## src/rtl/y86_pkg.sv

```systemverilog
// y86_pkg
// Shared Y86-64 definitions used by the fetch sequencer and later decode logic:
//   - icode constants (halt .. popq)
//   - stat encodings (AOK/HLT/ADR/INS)
//   - RNONE, the register id that reads back when no register byte exists
//   - fetch_state_t, the states of the multi-cycle fetch controller
package y86_pkg;

  localparam logic [3:0] I_HALT   = 4'h0;
  localparam logic [3:0] I_NOP    = 4'h1;
  localparam logic [3:0] I_RRMOVQ = 4'h2;
  localparam logic [3:0] I_IRMOVQ = 4'h3;
  localparam logic [3:0] I_RMMOVQ = 4'h4;
  localparam logic [3:0] I_MRMOVQ = 4'h5;
  localparam logic [3:0] I_OPQ    = 4'h6;
  localparam logic [3:0] I_JXX    = 4'h7;
  localparam logic [3:0] I_CALL   = 4'h8;
  localparam logic [3:0] I_RET    = 4'h9;
  localparam logic [3:0] I_PUSHQ  = 4'hA;
  localparam logic [3:0] I_POPQ   = 4'hB;

  localparam logic [1:0] STAT_AOK = 2'b00;
  localparam logic [1:0] STAT_HLT = 2'b01;
  localparam logic [1:0] STAT_ADR = 2'b10;
  localparam logic [1:0] STAT_INS = 2'b11;

  localparam logic [3:0] RNONE = 4'hF;

  typedef enum logic [2:0] {
    F_IDLE,
    F_OPC,
    F_REG,
    F_CONST,
    F_DONE,
    F_HALT
  } fetch_state_t;

endpackage

```

## src/rtl/y86_ilen_decode.sv

```systemverilog
// y86_ilen_decode
// Combinational instruction-shape decoder.
//   icode        in   opcode nibble
//   need_regids  out  instruction carries an rA/rB byte
//   need_valc    out  instruction carries an 8-byte constant
//   instr_valid  out  icode is a defined Y86-64 opcode
module y86_ilen_decode
  import y86_pkg::*;
(
  input  logic [3:0] icode,
  output logic       need_regids,
  output logic       need_valc,
  output logic       instr_valid
);

  always_comb begin
    need_regids = 1'b0;
    need_valc   = 1'b0;
    instr_valid = 1'b1;
    case (icode)
      I_HALT, I_NOP, I_RET: ;
      I_RRMOVQ, I_OPQ, I_PUSHQ, I_POPQ: need_regids = 1'b1;
      I_IRMOVQ, I_RMMOVQ, I_MRMOVQ: begin
        need_regids = 1'b1;
        need_valc   = 1'b1;
      end
      I_JXX, I_CALL: need_valc = 1'b1;
      default: instr_valid = 1'b0;
    endcase
  end

endmodule

```

## src/rtl/y86_fetch_sequencer.sv

```systemverilog
// y86_fetch_sequencer
// Multi-cycle Y86-64 fetch: walks the byte-wide instruction memory one byte
// per clock from pc, assembles icode/ifun, rA/rB and valC, computes valP and
// hands the result to decode with a valid/ready handshake.
//   clk, rst             clock, asynchronous active-high reset
//   run                  permits starting a new instruction
//   redirect/redirect_pc abort the current fetch and restart at redirect_pc
//   mem_addr/mem_byte    instruction memory address and combinational data
//   out_valid/out_ready  handshake towards decode
//   icode..pc_out        assembled instruction (registered)
//   stat, halted         instruction status, sticky stop on non-AOK
module y86_fetch_sequencer
  import y86_pkg::*;
#(
  parameter int MEM_BYTES = 128
) (
  input  logic        clk,
  input  logic        rst,
  input  logic        run,
  input  logic        redirect,
  input  logic [63:0] redirect_pc,
  output logic [63:0] mem_addr,
  input  logic [7:0]  mem_byte,
  output logic        out_valid,
  input  logic        out_ready,
  output logic [3:0]  icode,
  output logic [3:0]  ifun,
  output logic [3:0]  rA,
  output logic [3:0]  rB,
  output logic [63:0] valC,
  output logic [63:0] valP,
  output logic [63:0] pc_out,
  output logic [1:0]  stat,
  output logic        halted
);

  localparam logic [63:0] MEM_LIMIT = 64'(MEM_BYTES);

  fetch_state_t state;
  logic [63:0]  pc;
  logic [2:0]   k;
  logic         need_reg_q;
  logic         need_valc_q;
  logic [63:0]  addr_off;
  logic         addr_err;
  logic         dec_need_reg;
  logic         dec_need_valc;
  logic         dec_valid;

  // Shape of the opcode byte currently on the bus; only consulted in OPC and
  // latched so REG/CONST know where the constant starts.
  y86_ilen_decode u_ilen (
    .icode       (mem_byte[7:4]),
    .need_regids (dec_need_reg),
    .need_valc   (dec_need_valc),
    .instr_valid (dec_valid)
  );

  // Byte offset of the current fetch from pc; outside the fetching states the
  // address rests on pc itself.
  always_comb begin
    addr_off = 64'd0;
    case (state)
      F_REG:   addr_off = 64'd1;
      F_CONST: addr_off = 64'd1 + {63'd0, need_reg_q} + {61'd0, k};
      default: addr_off = 64'd0;
    endcase
  end

  assign mem_addr = pc + addr_off;
  assign addr_err = (state == F_OPC || state == F_REG || state == F_CONST) &&
                    (mem_addr >= MEM_LIMIT);

  // Fetch state machine. Every completion path (normal or address error)
  // lands in DONE with valP already computed; the last fetched byte's address
  // plus one is valP for a clean finish, the faulting address for ADR.
  always_ff @(posedge clk or posedge rst) begin
    if (rst) begin
      state       <= F_IDLE;
      pc          <= 64'd0;
      k           <= 3'd0;
      need_reg_q  <= 1'b0;
      need_valc_q <= 1'b0;
      out_valid   <= 1'b0;
      icode       <= 4'h0;
      ifun        <= 4'h0;
      rA          <= 4'h0;
      rB          <= 4'h0;
      valC        <= 64'd0;
      valP        <= 64'd0;
      pc_out      <= 64'd0;
      stat        <= STAT_AOK;
      halted      <= 1'b0;
    end else if (redirect) begin
      // Also covers a coincident DONE handshake: decode has taken the
      // result, and the new pc simply overrides valP.
      state     <= run ? F_OPC : F_IDLE;
      pc        <= redirect_pc;
      k         <= 3'd0;
      out_valid <= 1'b0;
      icode     <= 4'h0;
      ifun      <= 4'h0;
      rA        <= 4'h0;
      rB        <= 4'h0;
      valC      <= 64'd0;
      valP      <= 64'd0;
      pc_out    <= 64'd0;
      stat      <= STAT_AOK;
      halted    <= 1'b0;
    end else begin
      case (state)
        F_IDLE: begin
          if (run) state <= F_OPC;
        end
        F_OPC: begin
          pc_out <= pc;
          valC   <= 64'd0;
          k      <= 3'd0;
          if (addr_err) begin
            icode     <= 4'h0;
            ifun      <= 4'h0;
            rA        <= 4'h0;
            rB        <= 4'h0;
            stat      <= STAT_ADR;
            valP      <= mem_addr;
            out_valid <= 1'b1;
            state     <= F_DONE;
          end else begin
            icode       <= mem_byte[7:4];
            ifun        <= mem_byte[3:0];
            need_reg_q  <= dec_need_reg;
            need_valc_q <= dec_need_valc;
            rA          <= dec_need_reg ? 4'h0 : RNONE;
            rB          <= dec_need_reg ? 4'h0 : RNONE;
            if (!dec_valid)                   stat <= STAT_INS;
            else if (mem_byte[7:4] == I_HALT) stat <= STAT_HLT;
            else                              stat <= STAT_AOK;
            if (dec_need_reg) begin
              state <= F_REG;
            end else if (dec_need_valc) begin
              state <= F_CONST;
            end else begin
              valP      <= mem_addr + 64'd1;
              out_valid <= 1'b1;
              state     <= F_DONE;
            end
          end
        end
        F_REG: begin
          if (addr_err) begin
            stat      <= STAT_ADR;
            valP      <= mem_addr;
            out_valid <= 1'b1;
            state     <= F_DONE;
          end else begin
            rA <= mem_byte[7:4];
            rB <= mem_byte[3:0];
            if (need_valc_q) begin
              state <= F_CONST;
            end else begin
              valP      <= mem_addr + 64'd1;
              out_valid <= 1'b1;
              state     <= F_DONE;
            end
          end
        end
        F_CONST: begin
          if (addr_err) begin
            stat      <= STAT_ADR;
            valP      <= mem_addr;
            out_valid <= 1'b1;
            state     <= F_DONE;
          end else begin
            valC[{k, 3'b000} +: 8] <= mem_byte;
            if (k == 3'd7) begin
              valP      <= mem_addr + 64'd1;
              out_valid <= 1'b1;
              state     <= F_DONE;
            end else begin
              k <= k + 3'd1;
            end
          end
        end
        F_DONE: begin
          if (out_ready) begin
            pc        <= valP;
            out_valid <= 1'b0;
            if (stat != STAT_AOK) begin
              halted <= 1'b1;
              state  <= F_HALT;
            end else begin
              state <= run ? F_OPC : F_IDLE;
            end
          end
        end
        F_HALT: ;
        default: state <= F_IDLE;
      endcase
    end
  end

endmodule

```

## config.mk

```make
export PLATFORM = sky130hd
export DESIGN_NAME = y86_fetch_sequencer
export DESIGN_NICKNAME = d
export VERILOG_FILES = /design/src/rtl/y86_pkg.sv /design/src/rtl/y86_ilen_decode.sv /design/src/rtl/y86_fetch_sequencer.sv
export SDC_FILE = /design/constraint.sdc
export NUM_CORES = 1
export LEC_CHECK = 0
export CAP_MARGIN = 20
export CORE_MARGIN = 1
export CORE_UTILIZATION = 55
export CTS_BUF_LIST = sky130_fd_sc_hd__clkbuf_4 sky130_fd_sc_hd__clkbuf_8 sky130_fd_sc_hd__clkbuf_16
export CTS_CLUSTER_SIZE = 40
export DETAILED_ROUTE_END_ITERATION = 12
export GPL_TIMING_DRIVEN = 0
export PLACE_DENSITY = 0.84
export SETUP_SLACK_MARGIN = 0.05
export SLEW_MARGIN = 15
export SYNTH_ARGS = -nofsm -noshare
export SYNTH_HDL_FRONTEND = slang
export SYNTH_SLANG_ARGS = --single-unit
```

## constraint.sdc

```tcl
create_clock -name clk -period 29 [get_ports clk]
set_clock_uncertainty 0.1 [all_clocks]
set_input_delay 5.8 -clock clk [delete_from_list [all_inputs] [get_ports clk]]
set_output_delay 5.8 -clock clk [all_outputs]
set_load 0.03 [all_outputs]
```

==> metrics.json, run 1 <==
{
  "run_status": "finished, final reports clean",
  "power_density_mw_per_mm2": 60.9,
  "floorplan.die_area_mm2": 0.0280,
  "dpl_worst_slack_ns": 18.39,
  "worst_path_max_fanout": 10,
  "finalSetupTns_ns": 0,
  "detail_route.iter0.violations": 2125,
  "post_syn_nets": 1820,
  "core.rowCount": 60,
  "setup_ws_ns": 17.62,
  "crit-reg2reg-launch": "state[1]",
  "worst_setup_path_end_kind": "primary output",
  "p_sw_uw": 415,
  "grt_use_total_pct": 38.5,
  "rr_worst_depth": 17,
  "power.share.switching_pct": 34.0,
  "fillerInstances": 1930,
  "vias_per_cell": 6.30,
  "post-cts-setup-buffer-count": 0,
  "maxCapViolCount": 0,
  "top_signal_layer_used": "met5",
  "ys_seq_elements": 284,
  "synth.area.top_cells": "dfrtp_1 47%, nand2_1 8.7%, o21ai_0 4.6%, mux2i_1 3.7%, a21oi_1 3.4%",
  "firstDrtPassIters": 6,
  "grt_first_pass_wirelength_um": 84300,
  "synth_simple_gate_area_share_pct": 22.8,
  "timing.final.crit_share_pct": 39.2,
  "synth_common_cells": "349 x nand2_1, 284 x dfrtp_1, 139 x o21ai_0",
  "tightestPinTransition_ns": 1.14,
  "holdPathStages": 1,
  "timing_worst_setup_path_type": "reg -> out",
  "grt_start_max_net_pins": 105,
  "number_of_antenna_violations_at_the_first_check_in_global_routing": 1,
  "p_int_uw": 806,
  "cts_resized": 0,
  "reg_to_reg_endpoint": "valP[50]",
  "yosys.area_share.adder_pct": 1.21,
  "port_buffers": 345,
  "cts-buffers-inserted": 28,
  "synth_cells": 1729,
  "synth_enable_flop_cells": 0,
  "floorplan.io_pins": 353,
  "cts_tree": "yes",
  "synth.distinct_cells": 75,
  "drt-met1-wl_um": 20500,
  "clockPowerShare_pct": 34.3,
  "clock_tree.htree_level_count": 1,
  "finalHoldViolCount": 0,
  "clk-insertion-delay-late_ns": 0.56,
  "multi_input_area_mm2": 0.00700,
  "antenna_cells_inserted": 0,
  "synthXorXnorAreaFrac_pct": 3.14,
  "cts.clk_slew.worst_paths_ns": 0.06,
  "hold_crit_class": "reg -> reg",
  "compound_cell_area_share_of_the_yosys_netlist_pct": 15.4,
  "number_of_nets_with_antenna_violations_after_routing": 0,
  "cts_root_buffer": "clkbuf_16",
  "worstPathRequired_ns": 23.10,
  "detail_route.drc_violations": 0,
  "share_of_layout_cells_above_drive_strength_1_pct": 5.60,
  "static-leakage-power_nw": 8.19,
  "average_size_of_a_mapped_cell_um2": 8.70,
  "routed-wl-met2_um": 26000,
  "number_of_global_route_vias_before_repair": 15000,
  "max_slew_headroom_pct": 24.2,
  "setup.worst_path.start_class": "flop",
  "timing.reg2reg.setup_slack_ns": 21.72,
  "setup_violations": 0,
  "overflow": 0,
  "synth_top_family_by_area": "simple AND/OR/NAND/NOR gates",
  "seqCellArea_mm2": 0.00711,
  "final_design_area_no_fill_mm2": 0.0200,
  "num-nets-final": 2197,
  "routabilityCongestion": 1.03,
  "worst-endpoint-arrival_ns": 5.48,
  "synth.cell_area_mm2": 0.0150,
  "synth.yosys.seq_area_share_pct": 47.2,
  "netlist.top_cell.by_area": "dfrtp_1",
  "die_width_um": 167,
  "layout_min_cycle_time_ns": 11.38,
  "synth_top_cell_area_share_pct": 47.2,
  "fmax_ghz": 0.0879,
  "slew_violations": 0,
  "placedInstanceArea_mm2": 0.0190,
  "detailroute.via_count": 15500,
  "synth_warnings": 0,
  "worst_ir_drop_vdd_mv": 0.0479,
  "route.met3.wl_um": 5730,
  "cts.sink_count": 284,
  "async_reset_ff_share_pct": 100,
  "yosys-mux-area-fraction_pct": 4.02,
  "synthMostInstantiatedCell": "nand2_1",
  "power.share.sequential_pct": 38.2,
  "final_core_util_pct": 74.6,
  "terminating_pin_of_the_worst_hold_path": "valC[17]",
  "ys_dominant_reg_cell": "dfrtp_1",
  "area_delta_synth_final_pct": 33.2,
  "detailed_place_hpwl_um": 39700,
  "holdCritStartpoint": "valC[17]",
  "routed_wire_length_um": 54500,
  "cts-hold-fix-buffers": 0,
  "core_region_area_mm2": 0.0269,
  "largest_buffer_count_on_any_clock_path": 3,
  "height_of_the_chip_um": 167,
  "avgRoutedWirePerCell_um": 22.1,
  "power_frac_comb_pct": 27.5,
  "rsz_0062_raised_after_global_routing": "false",
  "initial_core_util_pct": 56.0
}
power groups by stage:
stage / Sequential (mW) / Clock (mW) / Combinational (mW)
after floorplan: 0.505 / 0 / 0.151
after detailed placement: 0.471 / 0 / 0.327
final: 0.467 / 0.419 / 0.335
after global routing: 0.469 / 0.433 / 0.354
after global placement: 0.471 / 0 / 0.322
after CTS: 0.465 / 0.418 / 0.330
logic make-up (layout without fill, tap and decap cells):
logic type,Yosys count,after routing
AND/OR/NAND/NOR,707,707
AO/OA/AOI/OAI,375,375
flip-flops,284,284
buffers and inverters,235,632
multiplexers,60,60
XOR/XNOR,54,54
adder cells (fa/ha/maj),14,14
state kept, by name, summed over array words and instances, names as in the netlist:
| register | cells |
|---|---|
| pc | 64 |
| ifun | 4 |
| k | 3 |
| rA | 4 |
| valC | 64 |
| halted | 1 |
| icode | 4 |
| pc_out | 64 |
| valP | 64 |
| need_valc_q | 1 |
| out_valid | 1 |
| need_reg_q | 1 |
| rB | 4 |
| state | 3 |
| stat | 2 |
critical path, cell delays in order, from the launching register on:
cell	delay, ns
dfrtp_1	0.33
clkbuf_1	0.29
nor2b_1	0.42
nand2_1	0.37
nor4_1	0.37
ha_1	0.31
o21a_1	0.21
a21oi_1	0.20
clkbuf_1	0.30
nor4_1	0.59
nand2_1	0.14
xnor2_1	0.58
clkdlybuf4s50_1	0.81
final cells by class:
type / count / area share, %
inverter: 101 / 1.93
tap: 341 / 2.13
sequential: 284 / 35.4
clock inverter: 14 / 1.24
buffer: 134 / 2.81
clock buffer: 36 / 4.04
timing repair buffer: 347 / 17.5
multi-input combinational: 1210 / 34.9
placed cells by master, fill, tap and decap left out, types with 4 or more instances in the layout:
master           netlist  final
nand2_1              349    349
clkdlybuf4s50_1        0    345
dfrtp_1              284    284
o21ai_0              139    139
a21oi_1              101    101
inv_1                101    100
clkbuf_1              92     92
nand4_1               71     71
nor2_1                66     66
mux2i_1               56     56
nand3_1               40     40
nor4_1                40     40
xnor2_1               34     34
nor3_1                33     33
clkbuf_16              0     29
buf_2                 28     28
o31ai_1               28     28
and3_1                23     23
xor2_1                20     20
a22o_1                20     20
o22ai_1               18     18
and4_1                13     13
or3_1                 13     13
ha_1                  13     13
or2_2                 11     11
and2_1                 9      9
buf_1                  9      9
or4_1                  9      9
o2bb2ai_1              8      8
nand2b_1               7      7
bufinv_16              0      7
o31a_1                 6      6
clkinv_2               0      6
o21a_1                 5      5
a31oi_1                5      5
clkbuf_8               0      5
nor2b_1                4      4
mux2_2                 4      4
o41ai_2                4      4
how the worst max path moves through the flow:
stage	slack [ns]	start	to	cells past startpoint
final	17.62	state[1]	mem_addr[23]	12
after global routing	17.29	state[1]	mem_addr[23]	12
after CTS	17.78	state[1]	mem_addr[23]	12
after detailed placement	18.39	state[1]	mem_addr[23]	12
after global placement	12.11	rst	pc_out[37]	2
after floorplan	15.26	rst	halted	1
stage by stage:
stage          hold slack, ns  power (mW)  instances
3_5_place_dp            0.371       0.798       2417
6_report                0.395        1.22       2467
3_3_place_gp            0.360       0.793       2415
4_1_cts                 0.396        1.21       2467
2_1_floorplan           0.381       0.656       1729
5_1_grt                 0.403        1.26       2467
routing by layer:
| layer | up-vias | GRT usage (%) |
|---|---|---|
| met5 | - | 0 |
| met4 | 2 | 16.4 |
| met1 | 7514 | 49.4 |
| met3 | 196 | 7.19 |
| met2 | 1031 | 64.0 |
| li1 | 6804 | - |
Power figures use the tool's default switching activity.
==> run 2, diff against run 1 <==
CORE_UTILIZATION = 46   (was 55)
PLACE_DENSITY = 0.75   (was 0.84)
clock period = 9.52 ns   (was 29 ns; I/O delays follow)
==> run 2 against run 1 <==
Compared with the run above: clock power grew to 3.1 times the previous value; power grew to 3.1 times the previous value; die area is 19% higher; count of clock-buffer cells in the layout is 6 higher; sequential cell count stayed put; hold slack better by 0.0022 ns; core utilization is 11 points lower; critical path depth stayed put; highest routed layer is now met4; wire length is 2.7% higher; sequential share of layout area is 0.47 points lower; combinational power grew to 3.1 times the previous value.
==> metrics.json, run 2 (synthesis gave the netlist of run 1 again) <==
{
  "cpPeakStageDelay_ns": 0.81,
  "grt_use_total_pct": 33.4,
  "timing.critical_path.slowest_stage_cell": "clkdlybuf4s50_1",
  "timing.critical_path.cells": "clkbuf_1 -> nor2b_1 -> nand2_1 -> nor4_1 -> ha_1 -> o21a_1 -> a21oi_1 -> clkbuf_1 -> nor4_1 -> nand2_1 -> xnor2_1 -> clkdlybuf4s50_1",
  "cts.sink_count": 284,
  "number_of_nets_with_antenna_violations_after_routing": 0,
  "max_slew_headroom_pct": 25.4,
  "cts_tree": "yes",
  "core.rowCount": 65,
  "grt.busiest_layer": "met2",
  "most_used_cells_in_the_layout_excluding_fill_and_tap_cells": "349 x nand2_1, 345 x clkdlybuf4s50_1, 284 x dfrtp_1, 139 x o21ai_0, 101 x a21oi_1",
  "detail_route.iter0.violations": 1401,
  "height_of_the_chip_um": 183,
  "finalHoldViolCount": 0,
  "timing.final.crit_share_pct": 79.4,
  "power_density_mw_per_mm2": 185,
  "fmax_ghz": 0.132,
  "overflow": 0,
  "holdCritStartpoint": "out_valid",
  "detail_route.drc_violations": 0,
  "reg_to_reg_endpoint": "valP[40]",
  "timing_worst_setup_path_type": "reg -> out",
  "timing.reg2reg.setup_slack_ns": 2.38,
  "worstPathRequired_ns": 7.52,
  "worst_setup_path_end_kind": "primary output",
  "rsz_0062_raised_after_global_routing": "false",
  "floorplan.io_pins": 353,
  "num-nets-final": 2206,
  "finalSetupTns_ns": 0,
  "area_delta_synth_final_pct": 35.0,
  "initial_core_util_pct": 47.2,
  "setup_violations": 0,
  "cts_resized": 0,
  "grt_start_max_net_pins": 38,
  "groute.layer.met2.usage_pct": 54.9,
  "clock_tree.htree_level_count": 1,
  "share_of_layout_cells_above_drive_strength_1_pct": 6.13,
  "terminating_pin_of_the_worst_hold_path": "out_valid",
  "layout_min_cycle_time_ns": 7.56,
  "cts.clk_slew.worst_paths_ns": 0.06,
  "grt_first_pass_wirelength_um": 86900,
  "most_common_cell_after_layout_fill_and_taps_aside": "nand2_1",
  "routabilityCongestion": 0.964,
  "largest_buffer_count_on_any_clock_path": 3,
  "holdPathStages": 1,
  "worst-endpoint-arrival_ns": 5.55,
  "die_width_um": 183,
  "firstDrtPassIters": 6,
  "met1_usage_pct": 43.9,
  "detailroute.via_count": 15200,
  "grt.met3_usage_pct": 6.24,
  "worst_path_max_fanout": 10,
  "static-leakage-power_nw": 8.27,
  "floorplan.die_area_mm2": 0.0334,
  "cts-buffers-inserted": 31,
  "routed_wire_length_um": 56000,
  "worst_ir_drop_vdd_mv": 0.132,
  "crit-reg2reg-launch": "state[1]",
  "rr_worst_depth": 16,
  "fin_hold_ws_ns": 0.397,
  "vias_per_cell": 5.89,
  "setup.worst_path.start_class": "flop",
  "antenna_cells_inserted": 0,
  "detailed_place_hpwl_um": 42100,
  "cts_root_buffer": "clkbuf_16",
  "worst_path_dominant_cell_family": "simple AND/OR/NAND/NOR gates",
  "avgRoutedWirePerCell_um": 21.8,
  "core_region_area_mm2": 0.0319,
  "cts-hold-fix-buffers": 0,
  "hold_crit_class": "reg -> reg",
  "run_status": "finished, final reports clean",
  "fillerInstances": 2696,
  "number_of_global_route_vias_before_repair": 15000,
  "port_buffers": 345,
  "clk-insertion-delay-late_ns": 0.56,
  "number_of_antenna_violations_at_the_first_check_in_global_routing": 1,
  "slew_violations": 0,
  "post-cts-setup-buffer-count": 0,
  "critical_path.n_buffers_inverters": 3,
  "tightestPinTransition_ns": 1.12,
  "maxCapViolCount": 0
}
run 2: changes by cell type in the layout (fill, tap and decap cells not counted):
cell	before	now
clkbuf_8	5	4
bufinv_16	7	6
inv_8	1	0
buf_12	0	8
buf_16	2	0
clkinvlp_4	0	1
clkbuf_4	2	7
clkinv_4	0	1
clkbuf_16	29	31
clkinv_2	6	7
inv_6	1	0
run 2: worst max path at each step:
stage                   from      endpoint  slack [ns]  cells after the start
finish              state[1]  mem_addr[23]        1.96                     12
CTS                 state[1]  mem_addr[23]        2.12                     12
detailed placement  state[1]      valP[48]        2.56                     16
global placement         rst        pc[37]        1.81                      2
floorplan                rst        halted        3.75                      1
global route        state[1]  mem_addr[23]        1.72                     12
run 2: report_power, final:
group          total (mW)  internal (mW)  switching [mW]
clock network        1.30          0.808           0.496
registers            1.42           1.31           0.107
logic                1.03          0.361           0.667
total                3.75           2.48            1.27
run 2: stage by stage:
step                util, %  setup WS, ns  power [mW]  area (um^2)  instances
floorplan                 -          3.75        2.00        15100       1729
global placement       59.7          1.81        2.43        19000       2509
detailed placement     60.3          2.56        2.45        19200       2517
CTS                    63.7          2.12        3.75        20300       2573
global route           63.7          1.72        3.89        20300       2573
finish                 63.7          1.96        3.75        20300       2573
run 2: worst register-to-register path: stages, from the launching register on:
cell,delay [ns]
dfrtp_1,0.32
clkbuf_1,0.28
nor2b_1,0.42
nand2_1,0.36
nor4_1,0.37
ha_1,0.39
o21a_1,0.18
a21oi_1,0.52
nor4_1,0.17
xnor2_1,0.35
a2111oi_0,0.97
nand4_1,0.41
nor4_4,0.43
a31o_2,0.35
clkbuf_1,0.53
clkbuf_1,0.64
o21ai_0,0.21
run 2: layer usage:
layer,vias to the layer above,wire (um)
met3,136,5270
li1,6831,-
met4,0,1960
met5,-,0
met2,843,26200
met1,7349,22600
run 2: final cells by class:
type / count / area [um^2] / area share, %
tap: 435 / 544 / 2.68
clock inverter: 14 / 224 / 1.10
buffer: 134 / 564 / 2.78
inverter: 101 / 383 / 1.88
sequential: 284 / 7110 / 35.0
clock buffer: 42 / 883 / 4.35
multi-input combinational: 1210 / 7000 / 34.4
timing repair buffer: 353 / 3610 / 17.8
